--- src/rtl/wb_queue_if.sv ---
// Bus bundle for wb_queue: producer handshake, register-file write port,
// forwarding lookup and occupancy.
interface wb_queue_if #(
  parameter int DEPTH = 4,
  parameter int AW    = 5,
  parameter int DW    = 32
);
  localparam int LW = $clog2(DEPTH) + 1;

  logic          in_valid;
  logic          in_ready;
  logic [AW-1:0] in_waddr;
  logic [DW-1:0] in_wdata;
  logic          wb_stall;
  logic          we;
  logic [AW-1:0] waddr;
  logic [DW-1:0] wdata;
  logic [AW-1:0] q_raddr;
  logic          q_hit;
  logic [DW-1:0] q_data;
  logic [LW-1:0] level;

  modport slave (
    input  in_valid, in_waddr, in_wdata, wb_stall, q_raddr,
    output in_ready, we, waddr, wdata, q_hit, q_data, level
  );

  modport master (
    output in_valid, in_waddr, in_wdata, wb_stall, q_raddr,
    input  in_ready, we, waddr, wdata, q_hit, q_data, level
  );
endinterface

--- src/rtl/wb_queue.sv ---
// In-order write-back FIFO feeding the register file's single write port.
// Define WBQ_BYPASS_EN to build the youngest-match forwarding lookup.
module wb_queue #(
  parameter int DEPTH = 4,
  parameter int AW    = 5,
  parameter int DW    = 32
) (
  input  logic        clk,
  input  logic        rst,
  wb_queue_if.slave   bus
);
  localparam int PW = $clog2(DEPTH);
  localparam int LW = PW + 1;

  logic [AW-1:0] r_addr [DEPTH];
  logic [DW-1:0] r_data [DEPTH];
  logic [PW-1:0] r_wrPtr;
  logic [PW-1:0] r_rdPtr;
  logic [LW-1:0] r_level;

  logic          w_full;
  logic          w_empty;
  logic          w_push;
  logic          w_pop;
  logic          w_hit;
  logic [DW-1:0] w_qData;

  assign w_full  = (r_level == LW'(DEPTH));
  assign w_empty = (r_level == '0);
  // Writes to r0 complete the handshake but are never stored.
  assign w_push  = bus.in_valid && !w_full && (bus.in_waddr != '0);
  assign w_pop   = !w_empty && !bus.wb_stall;

  always_ff @(posedge clk) begin
    if (rst) begin
      r_wrPtr <= '0;
      r_rdPtr <= '0;
      r_level <= '0;
    end else begin
      if (w_push) begin
        r_addr[r_wrPtr] <= bus.in_waddr;
        r_data[r_wrPtr] <= bus.in_wdata;
        r_wrPtr         <= r_wrPtr + 1'b1;
      end
      if (w_pop) begin
        r_rdPtr <= r_rdPtr + 1'b1;
      end
      if (w_push && !w_pop) begin
        r_level <= r_level + 1'b1;
      end else if (!w_push && w_pop) begin
        r_level <= r_level - 1'b1;
      end
    end
  end

  assign bus.in_ready = !w_full;
  assign bus.we       = w_pop;
  assign bus.waddr    = w_empty ? '0 : r_addr[r_rdPtr];
  assign bus.wdata    = w_empty ? '0 : r_data[r_rdPtr];
  assign bus.level    = r_level;

`ifdef WBQ_BYPASS_EN
  // Walk oldest to youngest so the last match, the youngest, wins.
  always_comb begin
    w_hit   = 1'b0;
    w_qData = '0;
    for (int k = 0; k < DEPTH; k++) begin
      if ((LW'(k) < r_level) && (bus.q_raddr != '0) &&
          (r_addr[PW'(r_rdPtr + PW'(k))] == bus.q_raddr)) begin
        w_hit   = 1'b1;
        w_qData = r_data[PW'(r_rdPtr + PW'(k))];
      end
    end
  end
`else
  logic w_unusedRaddr;
  assign w_unusedRaddr = ^bus.q_raddr;
  assign w_hit         = 1'b0;
  assign w_qData       = '0;
`endif

  assign bus.q_hit  = w_hit;
  assign bus.q_data = w_qData;
endmodule
--- src/flat_wrapper.sv ---
// flat-port wrapper written by rule: the top's interface ports become plain ports
module wb_queue_flat 
#(
  parameter int DEPTH = 4,
  parameter int AW    = 5,
  parameter int DW    = 32
)
  (clk, rst, bus_in_valid, bus_in_waddr, bus_in_wdata, bus_wb_stall, bus_q_raddr, bus_in_ready, bus_we, bus_waddr, bus_wdata, bus_q_hit, bus_q_data, bus_level);
  wb_queue_if #(.DEPTH(DEPTH), .AW(AW), .DW(DW)) bus_i ();
  input  logic clk;
  input  logic rst;
  input wire logic [$bits(bus_i.in_valid)-1:0] bus_in_valid;
  input wire logic [$bits(bus_i.in_waddr)-1:0] bus_in_waddr;
  input wire logic [$bits(bus_i.in_wdata)-1:0] bus_in_wdata;
  input wire logic [$bits(bus_i.wb_stall)-1:0] bus_wb_stall;
  input wire logic [$bits(bus_i.q_raddr)-1:0] bus_q_raddr;
  output wire logic [$bits(bus_i.in_ready)-1:0] bus_in_ready;
  output wire logic [$bits(bus_i.we)-1:0] bus_we;
  output wire logic [$bits(bus_i.waddr)-1:0] bus_waddr;
  output wire logic [$bits(bus_i.wdata)-1:0] bus_wdata;
  output wire logic [$bits(bus_i.q_hit)-1:0] bus_q_hit;
  output wire logic [$bits(bus_i.q_data)-1:0] bus_q_data;
  output wire logic [$bits(bus_i.level)-1:0] bus_level;
  assign bus_i.in_valid = bus_in_valid;
  assign bus_i.in_waddr = bus_in_waddr;
  assign bus_i.in_wdata = bus_in_wdata;
  assign bus_i.wb_stall = bus_wb_stall;
  assign bus_i.q_raddr = bus_q_raddr;
  assign bus_in_ready = bus_i.in_ready;
  assign bus_we = bus_i.we;
  assign bus_waddr = bus_i.waddr;
  assign bus_wdata = bus_i.wdata;
  assign bus_q_hit = bus_i.q_hit;
  assign bus_q_data = bus_i.q_data;
  assign bus_level = bus_i.level;
  wb_queue #(.DEPTH(DEPTH), .AW(AW), .DW(DW)) u_core (.clk(clk), .rst(rst), .bus(bus_i));
endmodule
--- config.mk ---
export PLATFORM = sky130hd
export DESIGN_NAME = wb_queue_flat
export DESIGN_NICKNAME = d
export VERILOG_FILES = /design/src/rtl/wb_queue_if.sv /design/src/rtl/wb_queue.sv /design/src/flat_wrapper.sv
export SDC_FILE = /design/constraint.sdc
export NUM_CORES = 1
export LEC_CHECK = 0
export CAP_MARGIN = 20
export CORE_UTILIZATION = 52
export DETAILED_ROUTE_END_ITERATION = 6
export PLACE_DENSITY = 0.8
export REMOVE_ABC_BUFFERS = 1
export SYNTH_ARGS = -nofsm -noshare
export SYNTH_HDL_FRONTEND = slang
export SYNTH_SLANG_ARGS = --single-unit
--- constraint.sdc ---
create_clock -name clk -period 5.6 [get_ports clk]
set_input_delay 1.12 -clock clk [delete_from_list [all_inputs] [get_ports clk]]
set_output_delay 1.12 -clock clk [all_outputs]
set_load 0.05 [all_outputs]
==> results of run 1 <==
==> report_power, final <==
part	internal (mW)	switching [mW]	total (mW)
Sequential	1.37	0.0625	1.43
Clock	0.701	0.446	1.15
Combinational	0.494	0.840	1.33
==> stage by stage <==
stage,power [mW],worst slack [ns],utilization,std cells
5_1_grt,4.05,1.37,0.673,574
6_report,3.91,1.58,0.673,574
3_5_place_dp,2.80,1.71,0.622,542
2_1_floorplan,2.37,0.975,-,306
3_3_place_gp,2.79,1.72,0.622,542
4_1_cts,3.94,1.48,0.673,574
==> cell usage in the layout (no fill, tap or decap), drive strengths merged, types with 2 or more instances in the layout <==
| cell type | netlist | layout |
|---|---|---|
| buf | 39 | 11 |
| clkinv | 0 | 7 |
| or4 | 2 | 2 |
| conb | 1 | 33 |
| bufinv | 0 | 3 |
| xor2 | 2 | 2 |
| or3 | 2 | 2 |
| clkdlybuf4s50 | 0 | 82 |
| o21ai | 2 | 2 |
| nor2b | 37 | 37 |
| nor2 | 4 | 4 |
| dfxtp | 9 | 9 |
| mux2i | 2 | 2 |
| a21oi | 4 | 4 |
| edfxtp | 148 | 148 |
| nor3b | 4 | 4 |
| ha | 5 | 5 |
| mux4 | 37 | 37 |
| inv | 6 | 9 |
| nand2b | 2 | 2 |
| clkbuf | 7 | 18 |
==> worst register-to-register path, delay by kind of cell (launching register included) <==
family	cells	cell delay, ns
buf+inv	2	0.50
flops	1	0.37
compound gates	1	0.15
xor+xnor	1	0.16
fa+ha+maj	2	0.55
simple gates	3	0.70
==> metal layers <==
metal,vias up,share of wire,routed length [um]
li1,1381,-,-
met1,1529,0.40,4270
met2,123,0.52,5550
met3,10,0.061,648
met4,0,0.011,114
met5,-,0,0
==> sequential cells by signal, indices dropped and copies added (netlist names), named ones only <==
name,count
u_core.r_data,128
u_core.bus.level,3
u_core.r_wrPtr,2
u_core.r_addr,20
u_core.r_rdPtr,2
==> cells by family after synthesis <==
logic type                 synth area share
AOI/OAI and AO/OA                   0.00929
xor gates and xnor gates            0.00277
adders and majority gates            0.0130
buffers and inverters                0.0530
DFF                                   0.730
muxes                                 0.137
other                              0.000592
and+or+nand+nor                      0.0538
==> layout make-up <==
class                           instances  area, um2
Multi-Input combinational cell        143       1520
Sequential cell                       157       4630
Fill cell                             757       3820
Clock inverter                         14        165
Tap cell                              143        179
Clock buffer                           18        429
Timing Repair Buffer                   93        903
Inverter                                6       25.0
==> worst max path at each step <==
stage	cells past startpoint	slack [ns]	startpoint	endpoint
floorplan	3	0.98	bus_in_waddr[0]	u_core.r_addr[1][0]$_DFFE_PP_
global placement	4	1.72	bus_wb_stall	bus_we
detailed placement	4	1.71	bus_wb_stall	bus_we
CTS	4	1.48	flip-flop	bus_wdata[17]
global route	4	1.37	flip-flop	bus_wdata[19]
finish	4	1.58	flip-flop	bus_wdata[14]
==> impl_results.md, run 1 <==
- Finished layout cell area: about 0.008 mm2
- CP max stage delay: between 0.7 and 0.8 ns
- WHS: roughly 0.49 ns
- Post-synth EDFFs: between 100 and 150
- Final Hold Vio Count: 0
- Critical path class: reg2out
- Delay-heaviest family, CP: buffers and inverters
- Initial antenna violation count: 0
- Synthesized flop and latch total: 157
- Required time of the critical path: approximately 4.5 ns
- Area growth syn-to-layout: 23.9%
- Cell taking the most area after synthesis: edfxtp_1
- CP Buf/Inv Count: 2
- R2R depth: 9
- P_leak: roughly 2.6 nW
- Worst path cell trace: buf_4 > mux4_2 > nor2b_1 > clkdlybuf4s50_1
- Clock transition at path regs: approximately 0.06 ns
- CP arrival: 2.90 ns
- Top Usage Layer GRT: met2
- PD cells: roughly 500 mW/mm2
- Die area: 0.0126 mm2
- Grt total ovfl: 0
- RD Place Congestion: roughly 0.69
- Placed Area: about 0.0073 mm2
- Primary FF master, synth: edfxtp_1
- Row count: 39
- GR Util met3: 0.0535
- Critical path launch point type: flip-flop
- Final setup fails: 0
- Mapped Area: 0.00633 mm2
- Hold Path Class: reg2reg
- Crit Reg-Reg Endpoint: u_core.bus.level[2]$_SDFFE_PP0P_
- RSZ-0062 raised after global routing: false
- Via count of the first global-routing pass: between 3000 and 4000
- Detailed Route WL: 10.6 mm
- Largest net degree at the start of global routing: 43
- Fin crit share: 0.717
- Launch point of the worst reg-to-reg path: u_core.bus.level[0]$_SDFFE_PP0P_
- Worst skew pair latency: 0.42 ns
- Vias: 3043
- Number of hold buffers added after CTS: 0
- CTS Root Cell: clkbuf_16
- Fmax: 249 MHz
- Avg Inst Size Synth: 19.8 um2
- Vias per cell: around 5.3
- First-pass GRT wire length: approximately 17 mm
- Final Net Count: 470
- Initial detailed-routing violation count: about 170
- DP Wirelength: between 6 and 7 mm
- Slew Limit Headroom: 0.302
- # DRC: 10
- Layout cells sized above 1: 0.211
- Core Region: around 0.012 mm2
- Hold path start: u_core.r_rdPtr[1]$_SDFFE_PP0P_
- Number of I/O pins: around 120
- Clk_skew: approximately 0.0048 ns
- Initial Utilization: 0.543
- CTS tree: done
- Num CTS Buffers: 17
- Max Slew Vio Count: 0
- Final min period: 4.02 ns
- CP endpoint kind: output pin
- H-tree Lvls: 4
- Unique cell type count in the Yosys netlist: 29
- Global-route total usage across every layer: 0.184
- Critical path fanouts, max: 16
- Met2 Track Usage GR: 0.315
- Ranking of synthesized cells by area: edfxtp_1, mux4_2, buf_4
- Share of the synthesized area in the top cell type: 0.702
- # diodes: 0
- Number of setup buffers added after CTS: 0
- CTS Buffer Depth: 2
- Met1 Use GR: 0.219
- Worst-Margin Slew: between 1 and 1.5 ns
- Post-CTS sizing: 0
- Top-count cell post-synth: edfxtp_1
- Worst reg-to-reg setup slack: slightly above 3 ns
- Setup_tns: 0 ns
- Wirelength per Cell: roughly 18 um
- Sequential area share after synthesis: 0.730
- Clock Sinks: approximately 160
- Max VDD drop: 287 uV
- Max-Cap Viols: 0
- Port-buffer cells: 82
- Final ANT Viol Nets: 0
- Mapped Cells: 320
- FFs w/ async S/R, synth: 0
- Slowest CP cell: clkdlybuf4s50_1
- Outcome: finished, violations left
- Syn. warnings: 0
- Hold path depth: 2
- Violated checks: design-rule violations
- Die Y: 112 um
- Iteration count of the initial detailed-routing pass: 7
- Die Span X: about 110 um
- Synth top cells by count: edfxtp_1, mux4_2, nor2b_1
Note: power is estimated with default switching activity, not from simulation.
==> inputs of run 2 (changes only) <==
Settings changed: CORE_UTILIZATION 52 to 47, PLACE_DENSITY 0.8 to 0.76.
Clock period 5.6 ns to 3.3 ns, I/O delays scaled along.
==> run 2 against run 1 <==
Compared with the run above: the run now ends clean; utilization is 6.8 points lower; count of clock-buffer cells in the layout stayed put; global-route usage is 1.2 points lower; power is 73% higher; register-to-register slack worse by 2.2 ns; first-iteration DRC count is 25% higher; clock skew is 0.0042 ns higher.
==> impl_results.md, run 2 (synthesized netlist as in run 1, its figures left out) <==
- Wirelength per Cell: 17.8 um (-3.4%)
- Gate power share: 0.349 (+0.008)
- PD cells: 848 mW/mm2 (+70%)
- Area growth syn-to-layout: 26.0%
- Clock Power Share: 0.298 (+0.005)
- Initial Utilization: 0.480 (-0.0629)
- CTS Buffer Depth: 2 (unchanged)
- Global-route total usage across every layer: 0.172 (-0.0119)
- RD Place Congestion: 0.718 (+3.3%)
- Critical path launch point type: flip-flop
- Layout cells sized above 1: 0.224 (+0.0124)
- Max VDD drop: 408 uV (+42%)
- CP max stage delay: 0.84 ns (+0.12 ns)
- Fmax: approximately 320 MHz
- CP arrival: 2.47 ns (-0.43 ns)
- Row count: 42 (+7.7%)
- First-pass GRT wire length: 17.5 mm (+5.5%)
- Max FFs per register: 128 (unchanged)
- Vias: 3045 (+0.066%)
- Crit Reg-Reg Endpoint: u_core.bus.level[2]$_SDFFE_PP0P_
- Core Region: 0.0132 mm2 (+13%)
- Die Span X: 118 um (+5.1%)
- CTS tree: done
- Net Sw Frac: 0.340 (-0.00524)
- Required time of the critical path: 2.64 ns (-1.84 ns)
- Slew Limit Headroom: 0.617 (+0.315)
- Top reg by flops: u_core.r_data
- Critical path fanouts, max: 18 (+2)
- Hold Path Class: reg2reg
- Iteration count of the initial detailed-routing pass: 4 (-3)
- Internal power: 4.47 mW (+75%)
- Largest net degree at the start of global routing: 43 (unchanged)
- Num CTS Buffers: 17 (unchanged)
- Worst-Margin Slew: 0.574 ns (-0.473 ns)
- Via count of the first global-routing pass: 3155 (-0.63%)
- RSZ-0062 raised after global routing: false
- Most common cell after layout, fill and taps aside: edfxtp_1
- Grt total ovfl: 0 (unchanged)
- Clock Sinks: 157 (unchanged)
- Fin crit share: 0.949
- Final min period: ~3.1 ns
- Register share of total power: 0.353 (-0.012)
- Final Hold Vio Count: 0 (unchanged)
- Commonest cells after routing, fill and taps aside: edfxtp_1, clkdlybuf4s50_1, mux4_2, nor2b_1, conb_1
- Setup_tns: 0 ns (unchanged)
- Worst path cell trace: buf_12 > mux4_2 > nor2b_1 > clkdlybuf4s50_1
- Number of setup buffers added after CTS: 0 (unchanged)
- H-tree Lvls: 4 (unchanged)
- Launch point of the worst reg-to-reg path: u_core.bus.level[0]$_SDFFE_PP0P_
- CTS Root Cell: clkbuf_16
- Clock transition at path regs: 0.06 ns (about the same)
- Outcome: finished clean
- Critical path class: reg2out
- CP Buf/Inv Count: 2 (unchanged)
- R2R depth: 9 (unchanged)
- Port-buffer cells: 82 (unchanged)
- Initial detailed-routing violation count: 218 (+25%)
- Clk_skew: 0.00901 ns (+0.00417 ns)
- Max Slew Vio Count: 0 (unchanged)
- Die area: 0.0139 mm2 (+10%)
- Switching power total: 2.30 mW (+70%)
- Hold path start: u_core.r_rdPtr[1]$_SDFFE_PP0P_
- Max-Cap Viols: 0 (unchanged)
- Worst reg-to-reg setup slack: 0.93 ns (-2.16 ns)
- CP endpoint kind: output pin
- # diodes: 0 (unchanged)
- Vias per cell: 4.99 (-5.8%)
- P_leak: 2.64 nW (+1.4%)
- Number of I/O pins: 121 (unchanged)
- Final ANT Viol Nets: 0 (unchanged)
- Initial antenna violation count: 0 (unchanged)
- Detailed Route WL: 10.9 mm (+2.6%)
- DP Wirelength: 6.61 mm (+2.9%)
- Slowest CP cell: clkdlybuf4s50_1
- Number of hold buffers added after CTS: 0 (unchanged)
- Delay-heaviest family, CP: buffers and inverters
- Final Net Count: 473 (+0.64%)
- Post-CTS sizing: 0 (unchanged)
- Final setup fails: 0 (unchanged)
- Hold path depth: 2 (unchanged)
- WHS: 0.481 ns (-0.0130 ns)
- # DRC: 0 (-10)
- Worst skew pair latency: 0.42 ns (about the same)
- Die Y: 118 um (+5.1%)
-- run 2: cell count changes in the layout (fill, tap and decap cells not counted), moves of 2 or more --
cell / previous run / this run
buf_12: 0 / 4
buf_4: 11 / 13
clkdlybuf4s50_1: 82 / 79
clkinv_2: 4 / 2
clkinvlp_4: 1 / 3
-- run 2: worst max path at each step --
stage                                                start                          endpoint  slack [ns]  cells past startpoint
after floorplan           u_core.bus.level[0]$_SDFFE_PP0P_     u_core.r_addr[1][0]$_DFFE_PP_       -1.30                      3
after global placement                     bus_in_waddr[0]  u_core.bus.level[2]$_SDFFE_PP0P_        0.32                     10
after detailed placement                   bus_in_waddr[0]  u_core.bus.level[2]$_SDFFE_PP0P_        0.20                     10
after CTS                                        flip-flop                     bus_wdata[16]        0.11                      4
after global routing                             flip-flop                      bus_waddr[0]        0.04                      4
final                                            flip-flop                      bus_waddr[0]        0.17                      4
-- run 2: stage by stage --
step                instances  instance area (um2)  setup slack [ns]  utilization  total power, mW
finish                    610                 7980             0.170        0.605             6.77
global route              610                 7980            0.0372        0.605             7.04
global placement          578                 7360             0.317        0.558             4.79
detailed placement        578                 7360             0.197        0.558             4.82
floorplan                 306                 6140             -1.30            -             4.02
CTS                       610                 7980             0.107        0.605             6.85
-- run 2: power groups by stage --
stage | Clock (mW) | Combinational [mW] | Sequential (mW)
after detailed placement | 0 | 2.39 | 2.43
after CTS | 2.06 | 2.40 | 2.39
final | 2.02 | 2.36 | 2.39
after global placement | 0 | 2.37 | 2.42
after floorplan | 0 | 1.49 | 2.53
after global routing | 2.14 | 2.50 | 2.40
-- run 2: metal layers --
| metal | global-route usage | part of all wire | vias up |
|---|---|---|---|
| met5 | 0 | 0 | - |
| met2 | 0.281 | 0.52 | 95 |
| met3 | 0.0412 | 0.044 | 14 |
| met4 | 0.0729 | 0.017 | 0 |
| met1 | 0.221 | 0.42 | 1544 |
| li1 | - | - | 1392 |
-- run 2: layout make-up --
type	instances	area, um2
sequential	157	4630
multi-input combinational	143	1520
tap	176	220
fill	973	5210
inverter	6	25.0
clock buffer	18	429
clock inverter	14	191
timing repair buffer	96	968
-- run 2: worst register-to-register path: stages (launching register included) --
cell,delay [ns]
dfxtp_1,0.36
nor3_2,0.27
buf_12,0.27
or2_2,0.17
ha_1,0.19
inv_1,0.06
fa_1,0.38
xor2_1,0.16
or3_1,0.30
a21oi_1,0.14
==> inputs of run 3 (changes only) <==
Settings changed: TNS_END_PERCENT set to 20.
==> results of run 3 <==
Final layout, timing and power as in run 2 (identical DEF).
